File: src/rtl/mem_port_arbiter.sv
// Two-requester memory port arbiter: round-robin grant, latched downstream request,
// per-requester captured read data/response and a one-cycle done pulse.
`timescale 1ns/1ps
module mem_port_arbiter #(
  parameter int DATA_WIDTH = 64,
  parameter int ADDR_WIDTH = 64
) (
  input  logic                    clk,
  input  logic                    rst_n,
  // requester 0: instruction fetch
  input  logic                    m0_req_i,
  input  logic                    m0_wen_i,
  input  logic [ADDR_WIDTH-1:0]   m0_addr_i,
  input  logic [2:0]              m0_size_i,
  input  logic [DATA_WIDTH-1:0]   m0_wdata_i,
  input  logic [DATA_WIDTH/8-1:0] m0_wmask_i,
  output logic                    m0_done_o,
  output logic [DATA_WIDTH-1:0]   m0_rdata_o,
  output logic [1:0]              m0_resp_o,
  // requester 1: load/store
  input  logic                    m1_req_i,
  input  logic                    m1_wen_i,
  input  logic [ADDR_WIDTH-1:0]   m1_addr_i,
  input  logic [2:0]              m1_size_i,
  input  logic [DATA_WIDTH-1:0]   m1_wdata_i,
  input  logic [DATA_WIDTH/8-1:0] m1_wmask_i,
  output logic                    m1_done_o,
  output logic [DATA_WIDTH-1:0]   m1_rdata_o,
  output logic [1:0]              m1_resp_o,
  // downstream port
  output logic                    rw_cen_o,
  output logic                    rw_wen_o,
  output logic [ADDR_WIDTH-1:0]   rw_addr_o,
  output logic [2:0]              rw_size_o,
  output logic [DATA_WIDTH-1:0]   rw_wdata_o,
  output logic [DATA_WIDTH/8-1:0] rw_wmask_o,
  input  logic                    rw_ready_i,
  input  logic [DATA_WIDTH-1:0]   rw_rdata_i,
  input  logic                    rw_rvalid_i,
  input  logic [1:0]              rw_resp_i,
  // FSM state for observation
  output logic [1:0]              dbg_state_o
);

  // Handshake: a requester raises mN_req_i with stable fields and holds them until the
  // cycle mN_done_o is high; downstream sees rw_cen_o held for the whole transaction and
  // ends it with a single-cycle rw_ready_i (rw_rvalid_i qualifies rw_rdata_i).

  typedef enum logic [1:0] {
    IDLE = 2'd0,
    BUSY = 2'd1,
    GAP  = 2'd2
  } state_t;

  state_t state_q, state_d;

  logic                    sel_q;
  logic                    last_q;
  logic                    win;
  logic                    any_req;
  logic                    wen_q;
  logic [ADDR_WIDTH-1:0]   addr_q;
  logic [2:0]              size_q;
  logic [DATA_WIDTH-1:0]   wdata_q;
  logic [DATA_WIDTH/8-1:0] wmask_q;
  logic [DATA_WIDTH-1:0]   rdata0_q, rdata1_q;
  logic [1:0]              resp0_q, resp1_q;

  assign any_req = m0_req_i | m1_req_i;
  // On a tie the requester not granted last wins; otherwise the lone requester wins.
  assign win = (m0_req_i & m1_req_i) ? ~last_q : m1_req_i;

  always_ff @(posedge clk or negedge rst_n) begin
    if (!rst_n) state_q <= IDLE;
    else        state_q <= state_d;
  end

  always_comb begin
    state_d   = state_q;
    rw_cen_o  = 1'b0;
    m0_done_o = 1'b0;
    m1_done_o = 1'b0;
    unique case (state_q)
      IDLE: if (any_req) state_d = BUSY;
      BUSY: begin
        rw_cen_o = 1'b1;
        if (rw_ready_i) state_d = GAP;
      end
      GAP: begin
        m0_done_o = ~sel_q;
        m1_done_o = sel_q;
        state_d   = IDLE;
      end
      default: state_d = IDLE;
    endcase
  end

  always_ff @(posedge clk or negedge rst_n) begin
    if (!rst_n) begin
      sel_q   <= 1'b0;
      last_q  <= 1'b1;
      wen_q   <= 1'b0;
      addr_q  <= '0;
      size_q  <= '0;
      wdata_q <= '0;
      wmask_q <= '0;
    end else if (state_q == IDLE && any_req) begin
      sel_q   <= win;
      last_q  <= win;
      wen_q   <= win ? m1_wen_i   : m0_wen_i;
      addr_q  <= win ? m1_addr_i  : m0_addr_i;
      size_q  <= win ? m1_size_i  : m0_size_i;
      wdata_q <= win ? m1_wdata_i : m0_wdata_i;
      wmask_q <= win ? m1_wmask_i : m0_wmask_i;
    end
  end

  // Downstream completion is only honoured while a transaction is outstanding.
  always_ff @(posedge clk or negedge rst_n) begin
    if (!rst_n) begin
      rdata0_q <= '0;
      rdata1_q <= '0;
      resp0_q  <= '0;
      resp1_q  <= '0;
    end else if (state_q == BUSY) begin
      if (rw_rvalid_i) begin
        if (sel_q) rdata1_q <= rw_rdata_i;
        else       rdata0_q <= rw_rdata_i;
      end
      if (rw_ready_i) begin
        if (sel_q) resp1_q <= rw_resp_i;
        else       resp0_q <= rw_resp_i;
      end
    end
  end

  assign rw_wen_o    = wen_q;
  assign rw_addr_o   = addr_q;
  assign rw_size_o   = size_q;
  assign rw_wdata_o  = wdata_q;
  assign rw_wmask_o  = wmask_q;
  assign m0_rdata_o  = rdata0_q;
  assign m1_rdata_o  = rdata1_q;
  assign m0_resp_o   = resp0_q;
  assign m1_resp_o   = resp1_q;
  assign dbg_state_o = state_q;

endmodule

File: config.mk
export PLATFORM = sky130hd
export DESIGN_NAME = mem_port_arbiter
export DESIGN_NICKNAME = d
export VERILOG_FILES = /design/src/rtl/mem_port_arbiter.sv
export SDC_FILE = /design/constraint.sdc
export NUM_CORES = 1
export LEC_CHECK = 0
export BUFFER_PORTS_ARGS = -buffer_cell sky130_fd_sc_hd__buf_2
export CORE_AREA = 4 4 244 246
export CTS_BUF_LIST = sky130_fd_sc_hd__clkbuf_8
export CTS_CLUSTER_DIAMETER = 30
export DETAILED_ROUTE_END_ITERATION = 7
export DIE_AREA = 0 0 248 250
export GPL_ROUTABILITY_DRIVEN = 0
export GPL_TIMING_DRIVEN = 0
export SETUP_SLACK_MARGIN = 0.4
export SLEW_MARGIN = 20
export SYNTH_ARGS = -nofsm -noshare
export SYNTH_HDL_FRONTEND = slang
export SYNTH_SLANG_ARGS = --single-unit
export TNS_END_PERCENT = 100
File: constraint.sdc
create_clock -name clk -period 1.75 [get_ports clk]
set_input_delay 0.175 -clock clk [delete_from_list [all_inputs] [get_ports clk]]
set_output_delay 0.175 -clock clk [all_outputs]
set_load 0.01 [all_outputs]
## Word level (Yosys, flattened, before mapping)

Cells that the tools add are included.

| storage, ports and cells | value |
|---|---|
| register bits after elaboration | 276 |
| latch bits | 0 |
| memory bits (writable) | 0 |
| bits in read-only memories | 0 |
| bits of input ports | 352 |
| output and inout port bits | 277 |
| word-level logic and storage cells | 39 |
| memories | 0 |

| cells by class | value |
|---|---|
| $add $sub $neg | 0 |
| $mul | 0 |
| div/mod/pow operators | 0 |
| magnitude comparators | 0 |
| eq/ne operators | 4 |
| shifts and indexed selects | 0 |
| muxes and demuxes | 12 |
| bitwise logic cells | 4 |
| reduce and logical (&&, ||, !) cells | 7 |

Operators by type and width:

| kind | count |
|---|---|
| 64-bit two-way mux | 2 |
| 3-bit AND reduction | 4 |
| 8-bit two-way mux | 1 |
| 1-bit two-way mux | 5 |
| 2-bit two-way mux | 2 |
| 2-bit inequality test, second input constant | 2 |
| 2-bit one-hot mux with 2 select lines | 1 |
| 3-bit two-way mux | 1 |
| 2-bit by 1-bit == test with 1-bit output, second input constant | 1 |
| 2-bit == test, second input constant | 1 |
| 2-bit logical NOT | 1 |
| 1-bit inverter | 2 |
| 2-bit AND reduction | 1 |
| 1-bit AND | 1 |
| 1-bit logical AND | 1 |
| 1-bit OR | 1 |

## Logic depth before layout (Yosys ltp)

Gate-level depths: netlist of the first run.

| logic depth | value |
|---|---|
| depth after elaboration | 3 |
| depth in mapped cells | 6 |
| gate-level depth less buffers | 3 |

## Least setup slack after synthesis of the first run

No wires, ideal clock.

| timing path | value |
|---|---|
| path kind | flip-flop to flip-flop |
| from | reg state_q[0] (netlist: dbg_state_o[0]) |
| to | reg rdata0_q[43] (netlist: m0_rdata_o[43]) |
| library setup time | 0.125 ns |
| arrival time | 1.587 ns |
| data required time | 1.625 ns |
| setup slack | 0.038 ns |
| cell stages (with the launch flop) | 7 |
| path buffers | 3 |
| cell sequence | dfrtp_1 -> nor2b_1 -> buf_2 -> and3b_1 -> buf_2 -> buf_4 -> mux2_2 |

| between the ends | value |
|---|---|
| longest elaborated chain between the ends | 2 |

RTL lines:

| what | line | text |
|---|---|---|
| start, declared | 55 | `state_t state_q, state_d;` |
| start signal, assigned | 75 | `else state_q <= state_d;` |
| 2-bit by 1-bit == test with 1-bit output | 125 | `end else if (state_q == BUSY) begin` |
| 3-bit AND reduction (no line) | -- |  |
| end signal, assigned | 128 | `else rdata0_q <= rw_rdata_i;` |
| end, declared | 66 | `logic [DATA_WIDTH-1:0] rdata0_q, rdata1_q;` |

No other way between the ends.
A chain may end at the register's enable or synchronous reset.

## Worst setup path in the final report of the first run

| timing path | value |
|---|---|
| from | reg last_q |
| to | reg wdata_q[14] (netlist: rw_wdata_o[14]) |

| between the ends | value |
|---|---|
| longest elaborated chain between the ends | 3 |

RTL lines:

| what | line | text |
|---|---|---|
| start, declared | 58 | `logic last_q;` |
| start signal, assigned | 109 | `last_q <= win;` |
| 1-bit inverter | 71 | `assign win = (m0_req_i & m1_req_i) ? ~last_q : m1_req_i;` |
| 1-bit two-way mux | 71 |  |
| 64-bit two-way mux | 113 | `wdata_q <= win ? m1_wdata_i : m0_wdata_i;` |
| end signal, assigned | 113 |  |
| end, declared | 64 | `logic [DATA_WIDTH-1:0] wdata_q;` |

No other way between the ends.

==> results, run 1 <==
- Across all setup checks in the final design, the least slack found is -0.1067 ns.
- Power spread over the standard cell area amounts to 1685 mW/mm².
- The latest clock arrival within the worst-skew pair is 0.61 ns.
- In this run the register-to-register setup slack is -0.11 ns.
- The type of element capturing the critical path is a flop.
- The net count after synthesis is 1,101.
- Of the total power, registers draw 28.2%.
- During placement, the flow inserted port buffers numbering 628.
- The final count of negative-setup-slack endpoints is 197.
- The HPWL after detailed placement is 32,410 µm.
- The number of antenna violations at the first check in global routing is 5.
- Data on the critical path arrives at its endpoint at 2.34 ns.
- In this run the clock root is driven by a sky130_fd_sc_hd__clkbuf_8.
- The combined global-route utilization of all metal layers is 15.77%.
- Cells fill 44.52% of the core in the end.
- The first-pass iteration count of the detailed router is 4.
- The terminus of the critical flop-to-flop path is rw_wdata_o[14].
- The required time of the critical path is 2.23 ns.
- The share of Yosys cell area claimed by the top area cell type is 53.96%.
- The count of unique library cells instantiated by Yosys is 21.
- The final-report max-slew violation count is 0.
- The worst path uses 106.1% of the clock period.
- Compared with the post-synthesis result, the final layout area differs by 100.3%.
- Of all cell types, the one taking the most synthesized area is sky130_fd_sc_hd__dfrtp_1.
- Derived from the worst setup path, the maximum achievable clock frequency is 0.5386 GHz.
- The flow ran to the end, but the final reports show violations.
- TritonCTS built the clock tree.
- The tightest min-delay check is of the input port to async pin type.
- Headroom to the max-slew limit came out at 53.16%.
- The logic depth of the worst register-to-register path is 6.
- The setup slack at placement is -0.8661 ns.
- In this run, the combinational gates consume 52.1% of the power.
- For the pin with the worst max-slew slack, the measured transition is 0.7025 ns.
- The final instance area is 0.02554 mm².
- In this run the standard cell core region covers 0.05737 mm².
- The internal power of the cells totals 29.04 mW.
- The post-route antenna net violation count is 0.
- Hold is met by 0.1841 ns.
- The post-synthesis cell count is 749.
- The number of nets in the layout is 2,337.
- The clock skew is 0.02580 ns.
- Setup repair after global routing could not meet its margin everywhere.
- The switching power of the nets is 14.00 mW.
- The startpoint-to-endpoint class of the critical path is flop to flop.
- The die is 250 µm tall.
- The area of the die is 0.06200 mm².
- For this run, the number of Yosys warnings is 0.
- The number of hold violations in the final report is 0.
- In the post-synthesis netlist, the biggest area contributors are sky130_fd_sc_hd__dfrtp_1 54%, sky130_fd_sc_hd__mux2_4 24%, sky130_fd_sc_hd__mux2_2 17%, sky130_fd_sc_hd__mux2_1 2.2%, sky130_fd_sc_hd__buf_6 0.88%.
- Counting along the longest clock path gives a buffer depth of 3.
- Entering global routing, the biggest net connects 97 pins.
- The minimum period implied by the final worst setup slack is 1.857 ns.
- The launch point of the worst reg-to-reg path is last_q.
- The maximum ir drop on the vdd rail is 0.001179 V.
- After global routing the overflow that remains totals 0.
- During I/O placement, the number of pins put on the boundary was 629.
- The tool flagged a number of max-cap violations equal to 0.
- The startpoint type of the worst setup path is a flop.
- In the final timing run, aggregate negative setup slack is -11.14 ns.
- The number of buffers added by the clock tree synthesis step is 72.
- The placed instances occupy a cell area of 0.01762 mm².
- The synthesized netlist occupies a cell area of 0.01275 mm².
- The die is 248 µm wide.
- The number of placement rows is 88.
- The detailed-route wire length per cell is 19.96 µm.
- The clock-pin slew on the worst setup and hold paths is 0.06 ns.
- The proportion of power drawn by the clock network is 19.8%.
- In this run the mean area of a mapped cell was 17.03 µm².
- The final layout contains routed wiring with a total length of 56,070 µm.
- The first global-routing pass estimated 75,320 µm of wire.
- The number of DRC markers in iteration 0 is 288.
- The analysis attributes to cell leakage a power of 12.84 nW.
- The fraction of layout cells with a size suffix above 1 is 68.35%.
- Along the worst path, the maximum fanout reaches 10.
- The final reports fail on negative setup slack.
- The initial core utilization is 22.23%.
- The sequential cell area fraction in the yosys report is 54.16%.
- The number of clock sinks is 276.
- In the routed design, unresolved DRC markers number 0.
- The via total after detailed routing is 11,720.
- The number of synthesized register bits is 276.
- The switching share of power is 32.52%.
- The H-tree was split into 3 levels.
- The via density per instance is 4.171.
- The via count of the first global-routing pass is 13,010.
registers in the layout, summed over array words and instances, names as in the netlist:
register,cells
sel_q,1
m1_resp_o,2
rw_wen_o,1
last_q,1
rw_wmask_o,8
m0_resp_o,2
dbg_state_o,2
rw_wdata_o,64
m1_rdata_o,64
m0_rdata_o,64
rw_size_o,3
rw_addr_o,64
cell usage after synthesis:
cell and n:
sky130_fd_sc_hd__dfrtp_1 275, sky130_fd_sc_hd__nor3_2 1, sky130_fd_sc_hd__buf_4 13, sky130_fd_sc_hd__nand3_2 1
sky130_fd_sc_hd__inv_1 1, sky130_fd_sc_hd__a21o_1 1, sky130_fd_sc_hd__mux2_1 25, sky130_fd_sc_hd__nor2b_1 1
sky130_fd_sc_hd__dfstp_2 1, sky130_fd_sc_hd__nor2_1 1, sky130_fd_sc_hd__buf_8 1, sky130_fd_sc_hd__a21bo_1 1
sky130_fd_sc_hd__mux2_4 200, sky130_fd_sc_hd__mux2_2 189, sky130_fd_sc_hd__buf_2 21, sky130_fd_sc_hd__nand3_1 1
sky130_fd_sc_hd__nor3b_1 2, sky130_fd_sc_hd__and2_1 1, sky130_fd_sc_hd__buf_6 10, sky130_fd_sc_hd__and3b_1 2
sky130_fd_sc_hd__a21boi_0 1
routing by layer:
layer / track usage [%] / wire length (µm) / vias up
met5: 0 / 11 / -
met4: 10.67 / 3853 / 2
met3: 5.394 / 4085 / 226
met2: 26.58 / 27830 / 599
met1: 16.53 / 20290 / 5688
li1: - / - / 5200
worst max path at each step:
stage	startpoint	end	slack, ns	cells past startpoint
4_1_cts	last_q	rw_wdata_o[35]	-0.12	6
3_3_place_gp	rst_n	rw_wmask_o[4]	-4.60	1
3_5_place_dp	dbg_state_o[1]	rw_wdata_o[39]	-0.87	4
5_1_grt	last_q	rw_addr_o[24]	-0.15	6
2_1_floorplan	last_q	rw_addr_o[27]	0.06	6
6_report	last_q	rw_wdata_o[14]	-0.11	6
through the flow:
stage,power (mW),cells
finish,43.04,2809
global route,44.97,2807
CTS,37.71,2645
detailed placement,27.30,2144
global placement,27.08,2142
floorplan,21.27,749
power by group through the flow:
stage	registers, mW	logic [mW]	clock network, mW
after detailed placement	11.7	15.7	0
final	12.1	22.4	8.52
after CTS	11.6	17.3	8.75
after floorplan	13.0	8.26	0
after global placement	11.6	15.5	0
after global routing	12.4	23.4	9.13
layout make-up:
class	count	area, µm²
fill	4852	31830
timing repair buffer	1162	9364
sequential	276	6912
multi-input combinational	427	6042
clock buffer	82	1129
tap	765	957.2
buffer	45	728.2
clock inverter	45	389.1
antenna	6	15.01
inverter	1	3.754
worst max-delay path, cell delays in order, from the launching register on:
cell and delay (ns):
sky130_fd_sc_hd__dfstp_2 0.53, sky130_fd_sc_hd__a21bo_1 0.12, sky130_fd_sc_hd__buf_6 0.16, sky130_fd_sc_hd__buf_16 0.19, sky130_fd_sc_hd__buf_12 0.16, sky130_fd_sc_hd__mux2_4 0.31, sky130_fd_sc_hd__mux2_4 0.26
logic make-up (layout without fill, tap and decap cells):
kind of cell / count (synthesis) / after routing / synth area share [%]
AOI/OAI and AO/OA: 3 / 3 / 0.1963
buffers and inverters: 46 / 1335 / 2.619
DFF: 276 / 276 / 54.16
muxes: 414 / 414 / 42.44
other: 0 / 6 / 0
and+or+nand+nor: 10 / 10 / 0.5788
cells in the final DEF, fill, tap and decap left out, types with 10 or more instances in the layout:
| master | netlist | final |
|---|---|---|
| sky130_fd_sc_hd__mux2_2 | 189 | 83 |
| sky130_fd_sc_hd__buf_2 | 21 | 495 |
| sky130_fd_sc_hd__buf_12 | 0 | 33 |
| sky130_fd_sc_hd__inv_1 | 1 | 16 |
| sky130_fd_sc_hd__buf_6 | 10 | 150 |
| sky130_fd_sc_hd__buf_4 | 13 | 154 |
| sky130_fd_sc_hd__dlygate4sd3_1 | 0 | 350 |
| sky130_fd_sc_hd__buf_16 | 0 | 11 |
| sky130_fd_sc_hd__clkbuf_8 | 0 | 82 |
| sky130_fd_sc_hd__dfrtp_1 | 275 | 272 |
| sky130_fd_sc_hd__clkinv_2 | 0 | 13 |
| sky130_fd_sc_hd__mux2_4 | 200 | 331 |
| sky130_fd_sc_hd__clkbuf_16 | 0 | 10 |
repair_timing:
action	in CTS	in global routing
gates cloned	7	10
setup endpoints to repair	552	552
gates resized for setup	54	191
pin swaps	2	2
hold endpoints to repair	360	0
setup buffers	17	148
hold buffers	350	0
No activity file was read; power rests on OpenSTA's default activity.
==> run 2: changes to the inputs <==
==> constraint.sdc (replaced) <==
create_clock -name clk -period 1.75 [get_ports clk]
set_input_delay 0.35 -clock clk [delete_from_list [all_inputs] [get_ports clk]]
set_output_delay 0.35 -clock clk [all_outputs]
set_load 0.01 [all_outputs]
==> results, run 2 (same netlist as run 1, synthesis figures left out) <==
- The run finished, with violations left.
- The checks that failed: negative setup slack.
- The highest clock frequency the design can meet is 0.5317 GHz (-1.3%).
- The clock skew is 0.02891 ns (+0.003106 ns).
- The first-pass iteration count of the detailed router is 4 (unchanged).
- The estimated wirelength of the detail-placed design is 32,410 µm (unchanged).
- The final-report max-slew violation count is 0 (unchanged).
- The final count of negative-setup-slack endpoints was 269 (+37%).
- The period utilization is 107.5% (+1.4 points).
- The core region area is 0.05737 mm² (unchanged).
- The static leakage is 12.43 nW (-3.2%).
- The power density relative to cell area is 1861 mW/mm² (+10%).
- The latest clock arrival within the worst-skew pair is 0.63 ns (+0.02 ns).
- The reported max-cap violation count was 0 (unchanged).
- The wire length of the first global-routing pass came to 67,910 µm (-9.8%).
- The sum of overflow across all layers after global routing is 0 (unchanged).
- The largest fanout of any net on the critical path came to 10 (unchanged).
- The area of the die was 0.06200 mm² (unchanged).
- The area overhead of the layout relative to synthesis is 87.43%.
- The placed cell area was 0.01762 mm² (unchanged).
- The largest net degree at the start of global routing was 97 (unchanged).
- The combined global-route utilization of all metal layers is 14.32% (-1.5 points).
- The top cell types in the final layout, fill and taps aside, are 465 x sky130_fd_sc_hd__buf_2, 404 x sky130_fd_sc_hd__mux2_4, 271 x sky130_fd_sc_hd__dfrtp_1, 193 x sky130_fd_sc_hd__buf_4, 185 x sky130_fd_sc_hd__buf_6.
- The total number of H-tree levels was 3 (unchanged).
- The root buffer cell chosen for the clock tree is sky130_fd_sc_hd__clkbuf_8.
- In this design, the largest share of critical-path delay is due to multiplexers.
- The number of nets in the layout came to 2,117 (-9.4%).
- The minimum period implied by the final worst setup slack is 1.881 ns (+0.02398 ns).
- The type of the tightest min-delay check is input port to flop.
- The post-route antenna net violation count is 0 (unchanged).
- The final core area utilization is 41.67% (-2.9 points).
- The required time of the critical path was 2.24 ns (about the same).
- The via total after detailed routing came to 10,640 (-9.1%).
- The logic depth of the worst register-to-register path is 6 (unchanged).
- The final instance area is 0.02390 mm² (-6.4%).
- The number of hold violations in the final report is 0 (unchanged).
- The signal arrival time at the worst endpoint is 2.37 ns (+0.03 ns).
- The delay of the slowest cell on the worst path is 0.53 ns (about the same).
- The startpoint type of the worst setup path is a flop.
- The worst reg-to-reg setup slack is -0.13 ns (-0.02 ns).
- The clock-pin slew on the worst setup and hold paths is 0.05 ns (about the same).
- The slew of the pin with the lowest slew margin came to 0.5419 ns (-0.1606 ns).
- Setup repair after global routing could not meet its margin everywhere.
- The worst slew slack as a fraction of its limit came to 63.87% (+11 points).
- The detailed-route wire length came to 51,440 µm (-8.3%).
- The startpoint-to-endpoint class of the critical path is flop to flop.
- The fraction of layout cells with a size suffix above 1 is 79.87% (+12 points).
- The via density per instance came to 4.114 (-1.3%).
- The library cell used most frequently in the layout, excluding fill and tap cells, is sky130_fd_sc_hd__buf_2.
- The number of antenna violations at the first check in global routing is 4 (-1).
- The count of buffering cells on the critical path with inverters included is 3 (unchanged).
- The number of buffers added by the clock tree synthesis step is 72 (unchanged).
- The number of placement rows is 88 (unchanged).
- The critical path depth is 6 (unchanged).
- The number of clock sinks is 276 (unchanged).
- STA classifies the critical path endpoint as a flop.
- The library cell contributing the largest single delay on the critical path is sky130_fd_sc_hd__dfstp_2.
- The post-detailed-route DRC marker count is 0 (unchanged).
- The maximum root-to-sink buffer count is 3 (unchanged).
- The maximum ir drop on the vdd rail is 0.001145 V (-2.8%).
- The CTS tree is built.
- The number of DRC markers in iteration 0 is 272 (-5.6%).
- The number of top-level pins is 629 (unchanged).
- The initial core utilization is 22.23% (unchanged).
- The die width is 248 µm (unchanged).
- The detailed-route wire length per cell is 19.89 µm (-0.38%).
- The overall power of the completed layout is 44.48 mW (+3.3%).
- The height of the die came to 250 µm (unchanged).
- The worst hold path passes through 2 cells.
- The via count of the first global-routing pass is 11,490 (-12%).
- The smallest setup slack after layout was -0.1307 ns (-0.02398 ns).
- The number of input and output port buffers inserted is 628 (unchanged).
- The critical path goes through a21bo_1, buf_6, buf_16, buf_16, mux2_4, mux2_4.
## run 2: cell types whose count changed in the layout (fill, tap and decap cells not counted), moves of 5 or more
cell | previous run | this run
sky130_fd_sc_hd__buf_2 | 495 | 465
sky130_fd_sc_hd__clkbuf_16 | 10 | 15
sky130_fd_sc_hd__mux2_4 | 331 | 404
sky130_fd_sc_hd__buf_6 | 150 | 185
sky130_fd_sc_hd__mux2_2 | 83 | 10
sky130_fd_sc_hd__buf_4 | 154 | 193
sky130_fd_sc_hd__dlygate4sd3_1 | 350 | 73
## run 2: worst register-to-register path: stages (launching register included)
cell and delay [ns]:
sky130_fd_sc_hd__dfstp_2 0.53, sky130_fd_sc_hd__a21bo_1 0.12, sky130_fd_sc_hd__buf_6 0.16, sky130_fd_sc_hd__buf_16 0.17, sky130_fd_sc_hd__buf_16 0.18, sky130_fd_sc_hd__mux2_4 0.35, sky130_fd_sc_hd__mux2_4 0.26
## run 2: metrics by stage
step	instances	worst slack [ns]	TNS (ns)	hold WS (ns)
after detailed placement	2144	-0.8693	-92.02	0.4193
after CTS	2466	-0.1500	-22.86	0.0002052
final	2587	-0.1307	-21.75	0.08160
after global placement	2142	-4.780	-1390.03	0.4850
after global routing	2584	-0.1817	-36.63	0.02854
after floorplan	749	0.05675	0	0.05441
## run 2: path summary, 6_finish.rpt
| check | start | endpoint |
|---|---|---|
| setup / recovery | last_q | rw_wdata_o[37] |
| hold / removal | rw_ready_i | dbg_state_o[1] |
| setup reg to reg | last_q | rw_wdata_o[37] |
| hold reg to reg | rw_wdata_o[40] | rw_wdata_o[40] |
| max in group asynchronous | rst_n | rw_wdata_o[1] |
| min in group asynchronous | rst_n | m0_rdata_o[10] |
## run 2: power by group
part           switching [mW]  leakage (nW)  internal (mW)  total, mW
Sequential               2.40          3.25           9.74       12.1
Clock                    3.42         0.827           5.08       8.50
Combinational            8.37          8.36           15.5       23.8
Total                    14.2          12.4           30.3       44.5
## run 2: routing by layer
| metal | global-route usage [%] | vias to the layer above | routed length (µm) |
|---|---|---|---|
| met1 | 15.42 | 5295 | 18890 |
| met3 | 4.523 | 123 | 3840 |
| met2 | 25.49 | 466 | 26250 |
| li1 | - | 4758 | - |
| met5 | 0 | - | 14 |
| met4 | 6.496 | 2 | 2457 |
## run 2: what timing repair did
| action | CTS | global route |
|---|---|---|
| cloned | 12 | 14 |
| endpoints found under the hold margin | 224 | 0 |
| hold buffers | 73 | 0 |
| gates resized for setup | 221 | 148 |
| endpoints found under the setup margin | 552 | 722 |
| pin swaps | 2 | 3 |
| setup buffers | 110 | 103 |
## run 2: final cells by class
cell class              count  area, µm²
well taps                 765      957.2
flip-flops and latches    276       6913
multi-input cells         427       6321
clock buffers              82       1129
repair buffers            942       7411
fillers                  5145      33460
diodes                      4      10.01
plain buffers              45      770.7
inverters                   1      3.754
clock inverters            45      389.1
==> run 3: changes to the inputs <==
--- a/config.mk
+++ b/config.mk
@@ -5,12 +5,12 @@
 export SDC_FILE = /design/constraint.sdc
 export NUM_CORES = 1
 export LEC_CHECK = 0
-export BUFFER_PORTS_ARGS = -buffer_cell sky130_fd_sc_hd__buf_2
-export CORE_AREA = 4 4 244 246
+export CORE_AREA = 4 4 239 241
 export CTS_BUF_LIST = sky130_fd_sc_hd__clkbuf_8
 export CTS_CLUSTER_DIAMETER = 30
 export DETAILED_ROUTE_END_ITERATION = 7
-export DIE_AREA = 0 0 248 250
+export DIE_AREA = 0 0 243 245
+export DONT_BUFFER_PORTS = 1
 export GPL_ROUTABILITY_DRIVEN = 0
 export GPL_TIMING_DRIVEN = 0
 export SETUP_SLACK_MARGIN = 0.4
==> results, run 3 <==
- The net count after synthesis was 1,101 (unchanged).
- The number of instances resized during post-cts repair is 70 (-68%).
- The clock root buffer is sky130_fd_sc_hd__clkbuf_8.
- The cell type with the largest total area after synthesis is sky130_fd_sc_hd__dfrtp_1.
- The sequential cell area fraction in the yosys report is 54.16% (unchanged).
- The number of placement rows is 86 (-2.3%).
- The first error in the log reads "[ERROR RSZ-0060] Max buffer count reached".
- The synthesized area per cell is 17.03 µm² (unchanged).
- The number of buffers inserted by hold repair at cts is 319 (+340%).
- The number of buffers added by the clock tree synthesis step came to 69 (-4.2%).
- The share of Yosys cell area claimed by the top area cell type is 53.96% (unchanged).
- The run stopped with a tool error.
- The synthesis warning total is 0 (unchanged).
- The post-synthesis instance area is 0.01275 mm² (unchanged).
- The number of setup buffers added after CTS is 10 (-91%).
- The dominant synthesized flop cell is sky130_fd_sc_hd__dfrtp_1.
- The stage where the run came to a stop is clock tree synthesis.
- The most frequently used cell type in the post-synthesis netlist is sky130_fd_sc_hd__dfrtp_1.
- The count of flip-flops with a built-in enable after synthesis is 0 (unchanged).
- The estimated wirelength of the detail-placed design is 27,850 µm (-14%).
- The total number of H-tree levels was 3 (unchanged).
- The height of the die came to 245 µm (-2.0%).
- Sorting the synthesized cells by area gives the leading types as sky130_fd_sc_hd__dfrtp_1 54%, sky130_fd_sc_hd__mux2_4 24%, sky130_fd_sc_hd__mux2_2 17%, sky130_fd_sc_hd__mux2_1 2.2%, sky130_fd_sc_hd__buf_6 0.88%.
- Ranked by instance count, the synthesized netlist is headed by 275 x sky130_fd_sc_hd__dfrtp_1, 200 x sky130_fd_sc_hd__mux2_4, 189 x sky130_fd_sc_hd__mux2_2, 25 x sky130_fd_sc_hd__mux2_1, 21 x sky130_fd_sc_hd__buf_2.
- The count of unique library cells instantiated by Yosys is 21 (unchanged).
- The number of synthesized register bits is 276 (unchanged).
- The initial core utilization is 23.24% (+1.0 points).
- The number of clock sinks is 276 (unchanged).
- The share of async-settable or async-resettable flops after synthesis is 100.0% (unchanged).
- The number of top-level pins came to 629 (unchanged).
- The die width is 243 µm (-2.0%).
- The maximum root-to-sink buffer count is 3 (unchanged).
- The number of input and output port buffers inserted is 0 (-100%).
- The post-synthesis cell count is 749 (unchanged).
## run 3: cell counts after synthesis
No cell type changed its count.
## run 3: through the flow
step           area [µm²]  worst slack (ns)  cells  utilization, %  hold WS (ns)
2_1_floorplan       13460           0.05675    749               -       0.05441
3_5_place_dp        14340           -0.9252   1453           26.13       0.06115
3_3_place_gp        14340           -0.8915   1453           26.13       0.06102
## run 3: cells by family after synthesis
kind of cell	Yosys count	share of synthesized area (%)
muxes	414	42.44
DFF	276	54.16
buffers and inverters	46	2.619
and+or+nand+nor	10	0.5788
AOI/OAI and AO/OA	3	0.1963
==> run 4: changes to the inputs <==
==> config.mk (replaced) <==
export PLATFORM = sky130hd
export DESIGN_NAME = mem_port_arbiter
export DESIGN_NICKNAME = d
export VERILOG_FILES = /design/src/rtl/mem_port_arbiter.sv
export SDC_FILE = /design/constraint.sdc
export NUM_CORES = 1
export LEC_CHECK = 0
export CORE_AREA = 4 4 245 247
export DETAILED_ROUTE_END_ITERATION = 7
export DIE_AREA = 0 0 249 251
export DONT_BUFFER_PORTS = 1
export GPL_ROUTABILITY_DRIVEN = 0
export GPL_TIMING_DRIVEN = 0
export PLACE_DENSITY_LB_ADDON = 0.15
export SLEW_MARGIN = 20
export SYNTH_ARGS = -nofsm -noshare
export SYNTH_HDL_FRONTEND = slang
export SYNTH_SLANG_ARGS = --single-unit
export TNS_END_PERCENT = 100
==> constraint.sdc (replaced) <==
create_clock -name clk -period 2.27 [get_ports clk]
set_input_delay 0.454 -clock clk [delete_from_list [all_inputs] [get_ports clk]]
set_output_delay 0.454 -clock clk [all_outputs]
set_load 0.01 [all_outputs]
==> results, run 4 (same netlist as run 1, synthesis figures left out) <==
- The wire length of the first global-routing pass is 55,620 µm.
- Adding up every negative setup slack in the final design gives 0 ns.
- In this run the register-to-register setup slack is 0.12 ns.
- The minimum period implied by the final worst setup slack is 2.150 ns.
- The final-report max-slew violation count came to 0.
- The initial core utilization was 22.15% (-1.1 points).
- In the layout the commonest cells are 273 x sky130_fd_sc_hd__dfrtp_1, 200 x sky130_fd_sc_hd__mux2_4, 189 x sky130_fd_sc_hd__mux2_2, 34 x sky130_fd_sc_hd__clkbuf_16, 25 x sky130_fd_sc_hd__mux2_1.
- In this run, the number of DRC markers left after iteration 0 of detailed routing was 174.
- The worst hold path belongs to the class input port to async pin.
- Setup repair after global routing left no endpoint under its margin.
- The via count of the first global-routing pass was 7,504.
- The later pin in the worst-skew pair is clocked with a latency of 0.53 ns.
- The reported max-cap violation count is 0.
- The slew of the pin with the lowest slew margin is 0.8973 ns.
- The first-pass iteration count of the detailed router is 4.
- The number of input and output port buffers inserted is 0 (unchanged).
- The total overflow left after global routing is 0.
- The largest net degree at the start of global routing is 277.
- The number of top-level pins is 629 (unchanged).
- The period utilization is 94.69%.
- The analysis attributes to cell leakage a power of 6.573 nW.
- The total number of H-tree levels was 2 (-1).
- Of all nets on the critical path, the largest fanout is 10.
- Derived from the worst setup path, the maximum achievable clock frequency is 0.4652 GHz.
- The number of buffers added by the clock tree synthesis step was 34 (-51%).
- The number of clock sinks was 276 (unchanged).
- The commonest non-fill, non-tap cell in the layout is sky130_fd_sc_hd__dfrtp_1.
- The clock-pin slew on the worst setup and hold paths is 0.06 ns.
- The number of nets in the layout is 1,138.
- The number of placement rows came to 88 (+2.3%).
- The height of the die is 251 µm (+2.4%).
- The post-detailed-route DRC marker count is 0.
- The number of antenna violations at the first check in global routing is 2.
- Setup slack closes at 0.1205 ns.
- Dividing the detail-routed via count by the number of cells gives 4.093.
- The type of element capturing the critical path is a flop.
- The clock skew is 0.01615 ns.
- The number of hold violations in the final report was 276.
- STA classifies the critical path startpoint as a flop.
- The most critical setup path has its startpoint at dbg_state_o[0].
- Global routing consumed, over all layers together, 11.86% of the routing resources.
- In the final layout, the share of cells above drive strength 1 is 60.82%.
- The worst slew slack as a fraction of its limit is 40.18%.
- The detailed-route wire length per cell is 24.64 µm.
- The estimated wirelength of the detail-placed design was 29,710 µm (+6.7%).
- The CTS tree is built.
- Once layout is complete, the cells apart from fillers number 1,576.
- Compared with the post-synthesis result, the final layout area differs by 16.69%.
- The count of placed standard cells including taps is 1,514 (+4.2%).
- The number of fill cells is 5,930.
- The checks that failed: negative hold slack.
- The maximum root-to-sink buffer count was 3 (unchanged).
- Setup violations remaining at the end of the flow were counted as 0.
- Data arrives at the worst endpoint at 2.55 ns.
- The run finished, with violations left.
- The power density relative to cell area is 1521 mW/mm².
- The worst hold-check slack is -0.3783 ns.
- The launch point of the worst reg-to-reg path is dbg_state_o[0].
- After floorplanning, the core was sized to cover 0.05759 mm².
- The via total after detailed routing is 6,450.
- Summed over all layers, the routed wires come to 38,840 µm.
- The floorplan step defined a die boundary enclosing 0.06250 mm².
- The setup slack at placement is -0.4312 ns (+0.4940 ns).
- The die width is 249 µm (+2.5%).
- Once detail routing completed, the nets flagged for antenna violations numbered 0.
- At the worst endpoint, the required time is 2.67 ns.
- The tree is rooted in a sky130_fd_sc_hd__clkbuf_16.
- By startpoint and endpoint, the worst setup path is classified as flop to flop.
- VDD sags by at most 0.0005871 V.
run 4: final cells by class:
type	count	area (µm²)	area share (%)
inverter	1	3.754	0.02522
buffer	45	336.6	2.262
antenna	2	5.005	0.03363
tap	765	957.2	6.432
sequential	276	6910	46.44
timing repair buffer	1	7.507	0.05045
clock inverter	9	142.6	0.9585
clock buffer	50	1001	6.726
multi-input combinational	427	5518	37.08
run 4: metal layers:
metal	global-route usage, %	vias up	wire length, µm
met5	0	-	0
met4	2.933	0	615
met3	5.731	43	4175
met2	20.98	358	19990
met1	12.82	3280	14050
li1	-	2769	-
run 4: stage by stage:
step,util (%),instance area (µm²),power [mW]
after floorplan,-,12750,15.24
after global placement,23.81,13710,17.36
after detailed placement,23.81,13710,17.37
after CTS,25.83,14870,23.17
after global routing,25.84,14880,23.94
final,25.84,14880,22.64
run 4: worst paths after layout:
path,cells past startpoint,end
max reg2reg,6,m0_rdata_o[21]
min,0,rw_wdata_o[36]
min reg2reg,1,m0_rdata_o[11]
max,6,m0_rdata_o[21]
min in group clk,1,m0_rdata_o[44]
max in group asynchronous,0,dbg_state_o[0]
run 4: report_power, final:
group | internal [mW] | total [mW] | switching (mW)
logic | 3.97 | 6.06 | 2.09
clock network | 3.40 | 5.56 | 2.16
registers | 7.49 | 11.0 | 3.52
total | 14.9 | 22.6 | 7.77
run 4: timing repair:
action	in CTS	in global routing
endpoints found under the hold margin	276	276
pin swaps	1	0
gates cloned	0	0
endpoints found under the setup margin	162	60
setup buffers	1	0
resized for setup	4	1
run 4: critical path, cell delays in order (launching register included):
cell and delay [ns]:
sky130_fd_sc_hd__dfrtp_2 0.48, sky130_fd_sc_hd__nor2b_1 0.15, sky130_fd_sc_hd__buf_2 0.24, sky130_fd_sc_hd__and3b_1 0.36
sky130_fd_sc_hd__buf_6 0.22, sky130_fd_sc_hd__buf_4 0.22, sky130_fd_sc_hd__mux2_2 0.35
